`src/rtl/conv_window_mac_pkg.sv`:
```
// Shared types and arithmetic helpers for the convolution MAC engine.
// Contents:
//   state_t  - engine control states
//   sat_fn   - clamp a wide exact sum to the signed/unsigned range of a w-bit result
//   relu_fn  - zero a w-bit two's complement value when it is negative
package conv_window_mac_pkg;

  typedef enum logic [2:0] {
    IDLE,
    ACCUM,
    DRAIN,
    OUT,
    DONE
  } state_t;

  // The sum arrives as an exact 66-bit signed value so neither signed nor
  // unsigned operands up to 64 bits can overflow before the clamp.
  function automatic logic [63:0] sat_fn(input logic signed [65:0] sum,
                                         input int unsigned w,
                                         input logic is_signed);
    logic signed [65:0] hi;
    logic signed [65:0] lo;
    if (is_signed) begin
      hi = (66'sd1 <<< (w - 1)) - 66'sd1;
      lo = -(66'sd1 <<< (w - 1));
    end else begin
      hi = (66'sd1 <<< w) - 66'sd1;
      lo = '0;
    end
    if (sum > hi) return hi[63:0];
    if (sum < lo) return lo[63:0];
    return sum[63:0];
  endfunction

  function automatic logic [63:0] relu_fn(input logic [63:0] x,
                                          input int unsigned w);
    if (((x >> (w - 1)) & 64'd1) != 64'd0) return '0;
    return x;
  endfunction

endpackage

```
`src/rtl/conv_window_mac_if.sv`:
```
// Stream bundle for the convolution MAC engine.
//   in_valid/in_ready/in_pixel/in_weight : (pixel, weight) pair input stream
//   out_valid/out_ready/out_data/out_last: window result output stream
// master = producer of pairs / consumer of results, slave = the engine.
interface conv_window_mac_if #(
  parameter int DATA_W = 8,
  parameter int ACC_W  = 32
);
  logic              in_valid;
  logic              in_ready;
  logic [DATA_W-1:0] in_pixel;
  logic [DATA_W-1:0] in_weight;
  logic              out_valid;
  logic              out_ready;
  logic [ACC_W-1:0]  out_data;
  logic              out_last;

  modport master (
    output in_valid, in_pixel, in_weight, out_ready,
    input  in_ready, out_valid, out_data, out_last
  );

  modport slave (
    input  in_valid, in_pixel, in_weight, out_ready,
    output in_ready, out_valid, out_data, out_last
  );
endinterface

```
`src/rtl/conv_window_mac_mac_unit.sv`:
```
// Two-stage multiply-accumulate datapath.
// Stage 1 registers pixel*weight when mul_en is high; stage 2 adds the
// registered product (sign- or zero-extended) into the accumulator, either
// clamping or wrapping. clear empties both stages.
// Ports:
//   clk, rst_n      clock / async active-low reset
//   clear           zero accumulator and drop any pending product
//   mul_en          capture a new product this cycle
//   pixel, weight   operands
//   acc             accumulator value
//   pending         a product is waiting to be added
module mac_unit
  import conv_window_mac_pkg::*;
#(
  parameter int DATA_W = 8,
  parameter int ACC_W  = 32,
  parameter int SIGNED = 1,
  parameter int SAT    = 1
) (
  input  logic              clk,
  input  logic              rst_n,
  input  logic              clear,
  input  logic              mul_en,
  input  logic [DATA_W-1:0] pixel,
  input  logic [DATA_W-1:0] weight,
  output logic [ACC_W-1:0]  acc,
  output logic              pending
);

  logic [2*DATA_W-1:0] prod;
  logic signed [65:0]  acc_x;
  logic signed [65:0]  prod_x;
  logic [ACC_W-1:0]    acc_next;

  // Widen both addends exactly so the clamp sees the true sum.
  always_comb begin
    if (SIGNED != 0) begin
      acc_x  = 66'($signed(acc));
      prod_x = 66'($signed(prod));
    end else begin
      acc_x  = 66'(acc);
      prod_x = 66'(prod);
    end
    if (SAT != 0)
      acc_next = ACC_W'(sat_fn(acc_x + prod_x, int'(ACC_W), SIGNED != 0));
    else
      acc_next = acc + prod_x[ACC_W-1:0];
  end

  always_ff @(posedge clk or negedge rst_n) begin
    if (!rst_n) begin
      prod    <= '0;
      pending <= 1'b0;
      acc     <= '0;
    end else if (clear) begin
      prod    <= '0;
      pending <= 1'b0;
      acc     <= '0;
    end else begin
      pending <= mul_en;
      if (mul_en) begin
        if (SIGNED != 0) prod <= $signed(pixel) * $signed(weight);
        else             prod <= pixel * weight;
      end
      if (pending) acc <= acc_next;
    end
  end

endmodule

```
`src/rtl/conv_window_mac.sv`:
```
// Convolution MAC engine: accumulates TAPS (pixel, weight) products per
// window and hands off one post-processed result per window, stopping after
// NUM_OUT windows.
// Ports:
//   clk, rst_n   clock / async active-low reset
//   start        begin a run (honoured only in IDLE or DONE)
//   bus          slave side of the pair-in / result-out streams
//   out_count    results handed off this run
//   busy         run in progress (ACCUM, DRAIN, OUT)
//   done         high from the final handoff until the next start
module conv_window_mac
  import conv_window_mac_pkg::*;
#(
  parameter int DATA_W  = 8,
  parameter int ACC_W   = 32,
  parameter int TAPS    = 9,
  parameter int NUM_OUT = 72,
  parameter int SIGNED  = 1,
  parameter int SAT     = 1,
  parameter int RELU    = 0
) (
  input  logic                         clk,
  input  logic                         rst_n,
  input  logic                         start,
  conv_window_mac_if.slave             bus,
  output logic [$clog2(NUM_OUT+1)-1:0] out_count,
  output logic                         busy,
  output logic                         done
);

  localparam int TAP_W = (TAPS > 1) ? $clog2(TAPS) : 1;
  localparam int CNT_W = $clog2(NUM_OUT + 1);

  state_t             state;
  logic [TAP_W-1:0]   tap_count;
  logic               accept;
  logic               handoff;
  logic               mac_clear;
  logic               pending;
  logic [ACC_W-1:0]   acc;
  logic [ACC_W-1:0]   post_acc;

  assign accept    = (state == ACCUM) && bus.in_valid && bus.in_ready;
  assign handoff   = (state == OUT) && bus.out_valid && bus.out_ready;
  assign mac_clear = (((state == IDLE) || (state == DONE)) && start) || handoff;

  // RELU only means something for two's complement results.
  always_comb begin
    post_acc = acc;
    if (RELU != 0 && SIGNED != 0) post_acc = ACC_W'(relu_fn(64'(acc), int'(ACC_W)));
  end

  mac_unit #(
    .DATA_W (DATA_W),
    .ACC_W  (ACC_W),
    .SIGNED (SIGNED),
    .SAT    (SAT)
  ) u_mac (
    .clk     (clk),
    .rst_n   (rst_n),
    .clear   (mac_clear),
    .mul_en  (accept),
    .pixel   (bus.in_pixel),
    .weight  (bus.in_weight),
    .acc     (acc),
    .pending (pending)
  );

  // DRAIN waits until the product captured on the final accept has been
  // added, which puts out_valid two cycles after that accept.
  always_ff @(posedge clk or negedge rst_n) begin
    if (!rst_n) begin
      state         <= IDLE;
      tap_count     <= '0;
      bus.in_ready  <= 1'b0;
      bus.out_valid <= 1'b0;
      bus.out_data  <= '0;
      bus.out_last  <= 1'b0;
      out_count     <= '0;
      busy          <= 1'b0;
      done          <= 1'b0;
    end else begin
      case (state)
        IDLE, DONE: begin
          if (start) begin
            state        <= ACCUM;
            tap_count    <= '0;
            bus.in_ready <= 1'b1;
            out_count    <= '0;
            busy         <= 1'b1;
            done         <= 1'b0;
          end
        end
        ACCUM: begin
          if (accept) begin
            if (tap_count == TAP_W'(TAPS - 1)) begin
              tap_count    <= '0;
              bus.in_ready <= 1'b0;
              state        <= DRAIN;
            end else begin
              tap_count <= tap_count + 1'b1;
            end
          end
        end
        DRAIN: begin
          if (!pending) begin
            state         <= OUT;
            bus.out_valid <= 1'b1;
            bus.out_data  <= post_acc;
            bus.out_last  <= (out_count == CNT_W'(NUM_OUT - 1));
          end
        end
        OUT: begin
          if (handoff) begin
            bus.out_valid <= 1'b0;
            bus.out_last  <= 1'b0;
            out_count     <= out_count + 1'b1;
            if (bus.out_last) begin
              state <= DONE;
              busy  <= 1'b0;
              done  <= 1'b1;
            end else begin
              state        <= ACCUM;
              bus.in_ready <= 1'b1;
            end
          end
        end
        default: state <= IDLE;
      endcase
    end
  end

endmodule

```
`src/flat_wrapper.sv`:
```
// flat-port wrapper written by rule: the top's interface ports become plain ports
module conv_window_mac_flat import conv_window_mac_pkg::*;
#(
  parameter int DATA_W  = 8,
  parameter int ACC_W   = 32,
  parameter int TAPS    = 9,
  parameter int NUM_OUT = 72,
  parameter int SIGNED  = 1,
  parameter int SAT     = 1,
  parameter int RELU    = 0
)
  (clk, rst_n, start, out_count, busy, done, bus_in_valid, bus_in_pixel, bus_in_weight, bus_out_ready, bus_in_ready, bus_out_valid, bus_out_data, bus_out_last);
  conv_window_mac_if #(.DATA_W(DATA_W), .ACC_W(ACC_W)) bus_i ();
  input  logic clk;
  input  logic rst_n;
  input  logic start;
  output logic [$clog2(NUM_OUT+1)-1:0] out_count;
  output logic busy;
  output logic done;
  input wire logic [$bits(bus_i.in_valid)-1:0] bus_in_valid;
  input wire logic [$bits(bus_i.in_pixel)-1:0] bus_in_pixel;
  input wire logic [$bits(bus_i.in_weight)-1:0] bus_in_weight;
  input wire logic [$bits(bus_i.out_ready)-1:0] bus_out_ready;
  output wire logic [$bits(bus_i.in_ready)-1:0] bus_in_ready;
  output wire logic [$bits(bus_i.out_valid)-1:0] bus_out_valid;
  output wire logic [$bits(bus_i.out_data)-1:0] bus_out_data;
  output wire logic [$bits(bus_i.out_last)-1:0] bus_out_last;
  assign bus_i.in_valid = bus_in_valid;
  assign bus_i.in_pixel = bus_in_pixel;
  assign bus_i.in_weight = bus_in_weight;
  assign bus_i.out_ready = bus_out_ready;
  assign bus_in_ready = bus_i.in_ready;
  assign bus_out_valid = bus_i.out_valid;
  assign bus_out_data = bus_i.out_data;
  assign bus_out_last = bus_i.out_last;
  conv_window_mac #(.DATA_W(DATA_W), .ACC_W(ACC_W), .TAPS(TAPS), .NUM_OUT(NUM_OUT), .SIGNED(SIGNED), .SAT(SAT), .RELU(RELU)) u_core (.clk(clk), .rst_n(rst_n), .start(start), .bus(bus_i), .out_count(out_count), .busy(busy), .done(done));
endmodule
```
`config.mk`:
```
export PLATFORM = sky130hd
export DESIGN_NAME = conv_window_mac_flat
export DESIGN_NICKNAME = d
export VERILOG_FILES = /design/src/rtl/conv_window_mac_pkg.sv /design/src/rtl/conv_window_mac_if.sv /design/src/rtl/conv_window_mac_mac_unit.sv /design/src/rtl/conv_window_mac.sv /design/src/flat_wrapper.sv
export SDC_FILE = /design/constraint.sdc
export NUM_CORES = 1
export LEC_CHECK = 0
export CAP_MARGIN = 20
export CORE_ASPECT_RATIO = 0.7
export CORE_MARGIN = 2
export CORE_UTILIZATION = 40
export DETAILED_ROUTE_END_ITERATION = 8
export HOLD_SLACK_MARGIN = 0.12
export PLACE_DENSITY = 0.6
export SLEW_MARGIN = 20
export SYNTH_ARGS = -nofsm -noshare
export SYNTH_HDL_FRONTEND = slang
export SYNTH_HIERARCHICAL = 1
export SYNTH_SLANG_ARGS = --single-unit
```
`constraint.sdc`:
```
create_clock -name clk -period 8.1 [get_ports clk]
set_input_delay 1.62 -clock clk [delete_from_list [all_inputs] [get_ports clk]]
set_output_delay 1.62 -clock clk [all_outputs]
set_load 0.1 [all_outputs]
```
**After elaboration in Yosys (flattened, before gate mapping)**

Index checks and enable logic that the tools add are counted.
W data, S select, Z words.

- Word-level logic and storage cells: 98
- Output and inout port bits: 44
- Bits of input ports: 21
- Flip-flop bits (word level): 100

- Muxes and demuxes: 44
- Reduce and logical (&&, ||, !) cells: 22
- Bitwise gates (word level): 1
- Equal/unequal tests: 13
- $lt $le $gt $ge: 2
- Multipliers: 1
- Add/sub/neg operators: 3

Operators with widths:

| cell | count |
|---|---|
| $mux W32 | 6 |
| $add A32 B16 Y33 | 1 |
| $gt A33 B32 Y1 const B | 1 |
| $lt A33 B32 Y1 const B | 1 |
| $mux W16 | 2 |
| $mux W3 | 6 |
| $mux W1 | 17 |
| $mul A8 B8 Y16 | 1 |
| $mux W7 | 2 |
| $pmux W7 S2 | 1 |
| $mux W4 | 3 |
| $pmux W3 S4 | 1 |
| $ne A2 B2 Y1 const B | 5 |
| $reduce_bool A2 Y1 | 5 |
| $reduce_and A3 Y1 | 3 |
| $pmux W1 S2 | 4 |
| $pmux W4 S2 | 1 |
| $add A7 B1 Y7 const B | 1 |
| $eq A7 B7 Y1 const B | 1 |
| $eq A3 B2 Y1 const B | 2 |
| $reduce_and A6 Y1 | 1 |
| $logic_and A1 B1 Y1 | 5 |
| $reduce_and A5 Y1 | 1 |
| $add A4 B1 Y4 const B | 1 |
| other kinds (12) | 14 |

**Logic depth before layout (Yosys ltp)**

Gate-level depths: netlist of the first run.

- Depth after elaboration: 8
- Depth in mapped cells: 18
- Depth with buffers taken out: 18

**By module**

Netlist of the first run, hierarchy kept.

Modules (own cells, without submodules):

| module | cells an instance | sequential area each (sq um) | instances | area each (sq um) |
|---|---|---|---|---|
| mac_unit | 663 | 1226.2 | 1 | 6054.6 |
| conv_window_mac | 180 | 1276.2 | 1 | 2199.6 |

**Least setup slack after synthesis of the first run**

No wires, ideal clock.

- Path type: input to register
- Start point: in bus_in_pixel[3]
- End point: reg u_core.u_mac.prod[12]
- Data arrival time: 5.353 ns
- Required time: 7.976 ns
- Path buffers: 0
- Library setup time: 0.124 ns
- Path slack: 2.623 ns
- Stages: 17
- Cell sequence: and2_1 -> fa_1 -> inv_1 -> fa_1 -> inv_1 -> fa_1 -> inv_1 -> fa_1 -> inv_1 -> ha_1 -> a21oi_1 -> o21bai_1 -> a21oi_1 -> o21bai_1 -> a21oi_1 -> nor4b_1 -> a211o_1

- Word-level cells in the longest chain between the ends: 3

RTL lines:

| what | line | text |
|---|---|---|
| from (decl) | flat_wrapper.sv:21 | `input wire logic [$bits(bus_i.in_pixel)-1:0] bus_in_pixel;` |
| $mul A8 B8 Y16 | conv_window_mac_mac_unit.sv:62 | `if (SIGNED != 0) prod <= $signed(pixel) * $signed(weight);` |
| $mux W16 | conv_window_mac_mac_unit.sv:61 | `if (mul_en) begin` |
| $mux W16 | conv_window_mac_mac_unit.sv:55 | `end else if (clear) begin` |
| to (signal assigned) | conv_window_mac_mac_unit.sv:62 |  |
| to (signal assigned) | conv_window_mac_mac_unit.sv:63 | `else prod <= pixel * weight;` |
| to (decl) | conv_window_mac_mac_unit.sv:30 | `logic [2*DATA_W-1:0] prod;` |

No other way between the ends. The select of a mux whose other input is x is not followed.
A chain may end at the register's enable or synchronous reset.

**Worst setup path after layout of the first run**

- Start point: in bus_in_weight[4]
- End point: reg u_core.u_mac.prod[12]

- Word-level cells in the longest chain between the ends: 3

RTL lines:

| what | line | text |
|---|---|---|
| from (decl) | flat_wrapper.sv:22 | `input wire logic [$bits(bus_i.in_weight)-1:0] bus_in_weight;` |
| $mul A8 B8 Y16 | conv_window_mac_mac_unit.sv:62 |  |
| $mux W16 | conv_window_mac_mac_unit.sv:61 |  |
| $mux W16 | conv_window_mac_mac_unit.sv:55 |  |

No other way between the ends. The select of a mux whose other input is x is not followed.

==> reports/metrics.yaml, run 1 <==
floorplanning:
  die-area_sq_mm: 0.0218
  coreArea_sq_mm: 0.0200
  rows: 43
  die_h_microns: 124
  io_pins: 65
  die_w_microns: 176
  start_util_pct: 41.2
routing:
  drt_iter0_drc: 397
  totalWireLength_mm: 17.6
  vias: 6123
  route.detailed.drc: 0
  viasPerCell: 5.20
  drtPass1Iterations: 4
  routedWlPerCell_microns: 15.0
  ant_nets: 0
setup_path:
  worstPathCellList: "clkdlybuf4s50_1 -> and2_1 -> fa_1 -> inv_1 -> fa_1 -> inv_1 -> fa_1 -> inv_1 -> fa_1 -> inv_1 -> ha_1 -> a21oi_1 -> o21bai_1 -> a21oi_1 -> o21bai_1 -> a21oi_1 -> nor4b_1 -> a211o_1"
  worst_ep_required_time_ns: 8.34
  end_kind: "flop"
  critical_path_arrival_ns: 6.23
  crit_type: "input port to flop"
  critPathSlowestCell: "clkdlybuf4s50_1"
  setup.worst_path.start_class: "input port"
  crit_fanout: 8
  critPathMaxStageDelay_ns: 0.56
synth:
  async_flop_share_pct: 100
  synth_seq_cells: 100
  ys_types: 69
  syn_area_sq_mm: 0.00825
  yosysSeqAreaShare_pct: 30.3
  syn_avg_cell_area_sq_um: 9.79
  synthAdderAreaFrac_pct: 23.3
  yosys.area_share.xor_xnor_pct: 4.77
  synth_top_area_share_pct: 30.3
  syn_inst: 843
  synth_nets: 984
  ys_warn_count: 6
  ys.flop_type: "dfrtp_1"
  synthTopCellsByArea: "dfrtp_1 (30%), fa_1 (14%), ha_1 (9.7%)"
  yosys.area_share.simple_pct: 14.7
  synth_most_common_cell: "dfrtp_1"
  synth-edff-count: 0
  synth_mux_area_share_pct: 5.82
  synth_commonest_cells: "dfrtp_1 (100), inv_1 (99), ha_1 (64)"
  synth_compound_area_share_pct: 15.2
  yosysTopAreaCell: "dfrtp_1"
  synth_top_family_by_area: "adder cells"
grt:
  busiest_layer: "met1"
  antenna_found_initial: 0
  overflow: 0
  grtUsageMet3_pct: 3.11
  first_global_vias: 5777
  met1_usage_pct: 27.6
  grt_use_met2_pct: 22.8
  grt_pass1_wl_mm: 29.6
  grtUsageTotal_pct: 16.8
  grt_max_degree: 83
min_path:
  worst_hold_path_type: "flop to flop"
clock_network:
  htree_levels: 3
  cts-root-buf: "clkbuf_16"
  postCtsSetupBuffers: 0
  cts_resized: 0
  clock_latency_ns: 0.35
  cts.sinks: 100
  cts_max_path_buffers: 2
  hold_buffers: 0
  cts.clk_slew.worst_paths_ns: 0.07
  cts_tree: "yes"
  cts_buffers: 9
power_and_ir_drop:
  ir_drop_v: 0.000141
  clockPowerShare_pct: 14.1
  sw_frac_of_total_pct: 50.5
  switchingPower_mw: 1.69
  powerDensity_mw_per_mm2: 351
  cellLeakagePower_nw: 4.55
  intPower_mw: 1.65
  comb_power_share_pct: 62.3
  seqPwrFrac_pct: 23.6
finish:
  nets: 1043
  layout-drive-gt1-share_pct: 7.06
  post-route-util_pct: 47.5
  fin_cells: 1177
  antenna_cells: 0
  area_delta_synth_final_pct: 15.2
sta:
  worstMarginPinSlew_ns: 1.02
  final_max_slew_viol_count: 0
  max_slew_margin_pct: 31.8
  min_period_over_period_pct: 74.0
  final-hold-violation-count: 0
  tns_ns: 0
  max_freq_mhz: 167
  setup_viol: 0
  rsz0062_at_grt: "false"
  finClkSkew_ns: 0.00808
  finalCriticalPeriod_ns: 6.00
placement:
  placedCellCount: 1161
  numPortBuffers: 64
  place_congestion: 0.841
  dp_hpwl_mm: 13.4
run_status:
  outcome: "finished clean"
job:
  cap_violations: 0
==> registers in the layout (all words and copies together) (netlist names) <==
register              cells
u_core/bus.out_data      32
u_core/u_mac/acc         32
u_core/u_mac/prod        16
u_core/out_count          7
u_core/tap_count          4
u_core/state              3
u_core/bus.in_ready       1
u_core/bus.out_last       1
u_core/bus.out_valid      1
u_core/busy               1
u_core/done               1
u_core/u_mac/pending      1
==> cells in the final DEF, fill, tap and decap left out, types with 3 or more instances in the layout <==
cell type	instances
a211oi_1	5
a21o_1	18
a21oi_1	52
a221o_1	27
a22o_1	4
a41oi_1	4
and2_1	38
buf_4	6
clkbuf_16	9
clkdlybuf4s50_1	63
dfrtp_1	100
fa_1	56
ha_1	64
inv_1	99
inv_6	3
mux2_1	3
mux2_2	29
mux2i_1	12
nand2_1	54
nand2b_1	9
nand3_1	25
nand4_1	8
nor2_1	51
nor2b_1	5
nor3_1	9
nor4_1	4
o211ai_1	5
o21a_1	3
o21ai_0	16
o21ai_1	16
o21bai_1	8
or3_1	4
xnor2_1	33
xor2_1	12
==> area by class of cell <==
class | instances | area, sq um
Fill cell | 1913 | 10500
Multi-Input combinational cell | 621 | 5290
Sequential cell | 100 | 2500
Timing Repair Buffer | 70 | 687
Inverter | 100 | 375
Tap cell | 270 | 338
Clock buffer | 10 | 229
Clock inverter | 6 | 93.8
==> critical path, delay by kind of cell <==
family          cells  cell delay (ns)
simple gates        2             0.31
buf+inv             5             0.75
compound gates      6             1.17
fa+ha+maj           5             2.37
==> per-stage QoR <==
| step | instance area (sq um) | total power, mW | hold slack [ns] | setup WS, ns |
|---|---|---|---|---|
| detailed placement | 9190 | 2.88 | 0.480 | 1.75 |
| finish | 9510 | 3.34 | 0.492 | 2.10 |
| floorplan | 8250 | 2.42 | 0.452 | 2.62 |
| CTS | 9510 | 3.37 | 0.495 | 2.13 |
| global route | 9510 | 3.61 | 0.522 | 1.72 |
| global placement | 9190 | 2.87 | 0.472 | 1.78 |
==> power groups by stage <==
stage               Combinational (mW)  Sequential [mW]  Clock, mW
floorplan                         1.18             1.24          0
global placement                  2.07            0.799          0
detailed placement                2.08            0.798          0
CTS                               2.09            0.790      0.482
global route                      2.29            0.813      0.506
finish                            2.08            0.788      0.471
==> metal layers <==
layer	up-vias	wire length (microns)	share of wire, %
met4	0	89	0.51
met1	2937	9880	56
met3	9	712	4.0
met2	110	6920	39
li1	3067	-	-
met5	-	0	0
==> path summary, 6_finish.rpt <==
kind / startpoint / end / slack (ns) / cells after the start
max: bus_in_weight[4] / u_core/u_mac/prod[12] / 2.10 / 18
min: u_core/bus.out_data[26] / u_core/bus.out_data[26] / 0.49 / 1
max reg2reg: u_core/u_mac/prod[15] / u_core/u_mac/acc[30] / 4.20 / 9
min reg2reg: u_core/bus.out_data[26] / u_core/bus.out_data[26] / 0.49 / 1
max in group asynchronous: rst_n / u_core/u_mac/prod[10] / 5.94 / 2
min in group asynchronous: rst_n / u_core/out_count[2] / 1.15 / 1
==> logic make-up after synthesis <==
group | count (synthesis)
compound gates | 179
xor+xnor | 45
fa+ha+maj | 120
buf+inv | 122
flops | 100
mux | 44
simple gates | 233
(Power assumes the default switching activity.)
==> run 2, diff against run 1 <==
--- a/config.mk
+++ b/config.mk
@@ -11,7 +11,7 @@
 export CORE_UTILIZATION = 40
 export DETAILED_ROUTE_END_ITERATION = 8
 export HOLD_SLACK_MARGIN = 0.12
-export PLACE_DENSITY = 0.6
+export PLACE_DENSITY = 0.63
 export SLEW_MARGIN = 20
 export SYNTH_ARGS = -nofsm -noshare
 export SYNTH_HDL_FRONTEND = slang
==> constraint.sdc (replaced) <==
create_clock -name clk -period 4.9 [get_ports clk]
set_input_delay 0.98 -clock clk [delete_from_list [all_inputs] [get_ports clk]]
set_output_delay 0.98 -clock clk [all_outputs]
set_load 0.1 [all_outputs]
==> run 2 against run 1 <==
Non-clock buffer count rose by 55. Hold slack got worse by 0.0063 ns. Wire length rose by 1.6%. Die area did not move. Largest power group unchanged.
==> reports/metrics.yaml, run 2 (synthesis gave the netlist of run 1 again) <==
floorplanning:
  rows: 43  # unchanged
  io_pins: 65  # unchanged
  die-area_sq_mm: 0.0218  # unchanged
  coreArea_sq_mm: 0.0200  # unchanged
  die_h_microns: 124  # unchanged
  start_util_pct: 41.2  # unchanged
  die_w_microns: 176  # unchanged
finish:
  nets: 1098  # +5.3%
  mostFrequentLayoutCells: "dfrtp_1 (100), inv_1 (97), ha_1 (63)"
  fin_area_sq_mm: 0.00989  # +4.0%
  reg_top3: "u_core/bus.out_data: 32 flops, u_core/u_mac/acc: 32 flops, u_core/u_mac/prod: 16 flops"
  area_delta_synth_final_pct: 19.8
  layout_commonest_cell: "dfrtp_1"
  multi_input_area_sq_mm: 0.00534  # +1.1%
  antenna_cells: 0  # unchanged
  layout-drive-gt1-share_pct: 14.8  # +7.7 points
  post-route-util_pct: 49.4  # +1.9 points
  regArea_sq_mm: 0.00250  # unchanged
  fillers: 1891  # -1.2%
setup_path:
  worst_ep_required_time_ns: 5.14  # -3.20 ns
  crit_type: "input port to flop"
  critical_path_arrival_ns: 4.98  # -1.25 ns
  end_kind: "flop"
  critPathMaxStageDelay_ns: 0.54  # -0.02 ns
  critPathSlowestCell: "fa_1"
  setup.worst_path.start_class: "input port"
  worstPathCellList: "dlygate4sd2_1 -> buf_6 -> and2_1 -> fa_1 -> ha_1 -> inv_1 -> fa_1 -> fa_1 -> inv_1 -> ha_1 -> a21o_1 -> a21oi_2 -> o21bai_1 -> a21oi_2 -> o21bai_2 -> a21oi_2 -> nor4b_2 -> a211o_1"
  crit_fanout: 5  # -3
power_and_ir_drop:
  ir_drop_v: 0.000367  # +160%
  power_mw: 5.70  # +71%
  powerDensity_mw_per_mm2: 577  # +64%
  cellLeakagePower_nw: 4.82  # +5.9%
placement:
  dpl_cell_area_sq_mm: 0.00959  # +4.4%
  dp_hpwl_mm: 13.9  # +3.6%
  dp_slack_ns: -0.680  # -2.43 ns
  numPortBuffers: 64  # unchanged
  place_congestion: 0.855  # +1.7%
routing:
  routedWlPerCell_microns: 14.5  # -2.9%
  drt_iter0_drc: 489  # +23%
  ant_nets: 0  # unchanged
  viasPerCell: 5.17  # -0.55%
  drtPass1Iterations: 6  # +2
  totalWireLength_mm: 17.9  # +1.6%
  route.detailed.drc: 0  # unchanged
  vias: 6374  # +4.1%
run_status:
  outcome: "finished clean"
sta:
  finalWorstSetupSlack_ns: 0.154  # -1.95 ns
  worstMarginPinSlew_ns: 1.02  # +0.00222 ns
  finClkSkew_ns: 0.0108  # +0.00273 ns
  max_slew_margin_pct: 31.7  # -0.15 points
  setup_viol: 0  # unchanged
  finalCriticalPeriod_ns: 4.75
  rsz0062_at_grt: "true"
  max_freq_mhz: 211
  final_max_slew_viol_count: 0  # unchanged
  whs_ns: 0.486  # -0.00633 ns
  final-hold-violation-count: 0  # unchanged
  min_period_over_period_pct: 96.8
grt:
  grt_pass1_wl_mm: 30.5  # +3.1%
  grt_max_degree: 63  # -24%
  antenna_found_initial: 0  # unchanged
  first_global_vias: 6019  # +4.2%
  overflow: 0  # unchanged
  grtUsageTotal_pct: 17.3  # +0.47 points
clock_network:
  cts_tree: "yes"
  cts.sinks: 100  # unchanged
  cts.clk_slew.worst_paths_ns: 0.07  # about the same
  postCtsSetupBuffers: 0  # unchanged
  clock_latency_ns: 0.35  # about the same
  cts_buffers: 9  # unchanged
  cts-root-buf: "clkbuf_16"
  cts_max_path_buffers: 2  # unchanged
  htree_levels: 3  # unchanged
  hold_buffers: 0  # unchanged
job:
  cap_violations: 0  # unchanged
min_path:
  worst_hold_path_type: "flop to flop"
-- run 2: cell count changes in the layout (fill, tap and decap cells not counted), moves of 2 or more --
| cell | delta |
|---|---|
| a41oi_2 | +2 |
| clkinv_2 | +2 |
| a21oi_1 | -4 |
| dlygate4sd2_1 | +8 |
| inv_1 | -2 |
| buf_4 | +55 |
| a21oi_2 | +5 |
| bufinv_16 | -2 |
| clkdlybuf4s50_1 | -16 |
| a41oi_1 | -2 |
| inv_2 | +2 |
| nor2_1 | -2 |
| nor2_2 | +2 |
| clkbuf_2 | +7 |
-- run 2: layout make-up --
cell class	count	area share, %
Multi-Input combinational cell	621	54.0
Sequential cell	100	25.3
Clock buffer	11	2.45
Tap cell	270	3.42
Clock inverter	5	0.354
Timing Repair Buffer	125	10.7
Inverter	100	3.79
-- run 2: power by group --
group	internal, mW	switching, mW	total (mW)	leakage, nW
clock	0.360	0.310	0.671	0.136
combinational	1.40	2.32	3.73	3.32
sequential	1.08	0.229	1.31	1.36
-- run 2: per-stage QoR --
step	TNS, ns	std cells
2_1_floorplan	0	843
3_3_place_gp	-3.23	1216
3_5_place_dp	-3.60	1216
4_1_cts	0	1232
5_1_grt	-0.00524	1232
6_report	0	1232
-- run 2: timing repair --
| item | in CTS | in global routing |
|---|---|---|
| resized for setup | 29 | 20 |
| setup endpoints to repair | 6 | 5 |
| pin swaps | 7 | 5 |
-- run 2: critical path: cells and delay by family --
family	cells	cell delay, ns
adders and majority gates	5	2.13
AOI/OAI and AO/OA	7	1.16
buffers and inverters	4	0.50
and+or+nand+nor	2	0.22
-- run 2: path summary, 6_finish.rpt --
kind	start	endpoint	slack (ns)	depth (start not counted)
worst min register to register	u_core/bus.out_data[26]	u_core/bus.out_data[26]	0.49	1
worst max-delay path	bus_in_pixel[3]	u_core/u_mac/prod[12]	0.15	18
min in group asynchronous	rst_n	u_core/bus.out_data[29]	0.71	1
worst min-delay path	u_core/bus.out_data[26]	u_core/bus.out_data[26]	0.49	1
worst max register to register	u_core/u_mac/prod[15]	u_core/u_mac/acc[11]	1.39	10
max in group asynchronous	rst_n	u_core/u_mac/acc[2]	3.16	2
-- run 2: per-layer routing --
metal | routed length, microns | track usage, % | part of all wire (%) | vias up
li1 | - | - | - | 3166
met1 | 10000 | 28.5 | 56 | 3068
met2 | 6990 | 23.4 | 39 | 132
met3 | 775 | 3.05 | 4.3 | 8
met4 | 91 | 2.48 | 0.51 | 0
met5 | 0 | 0 | 0 | -
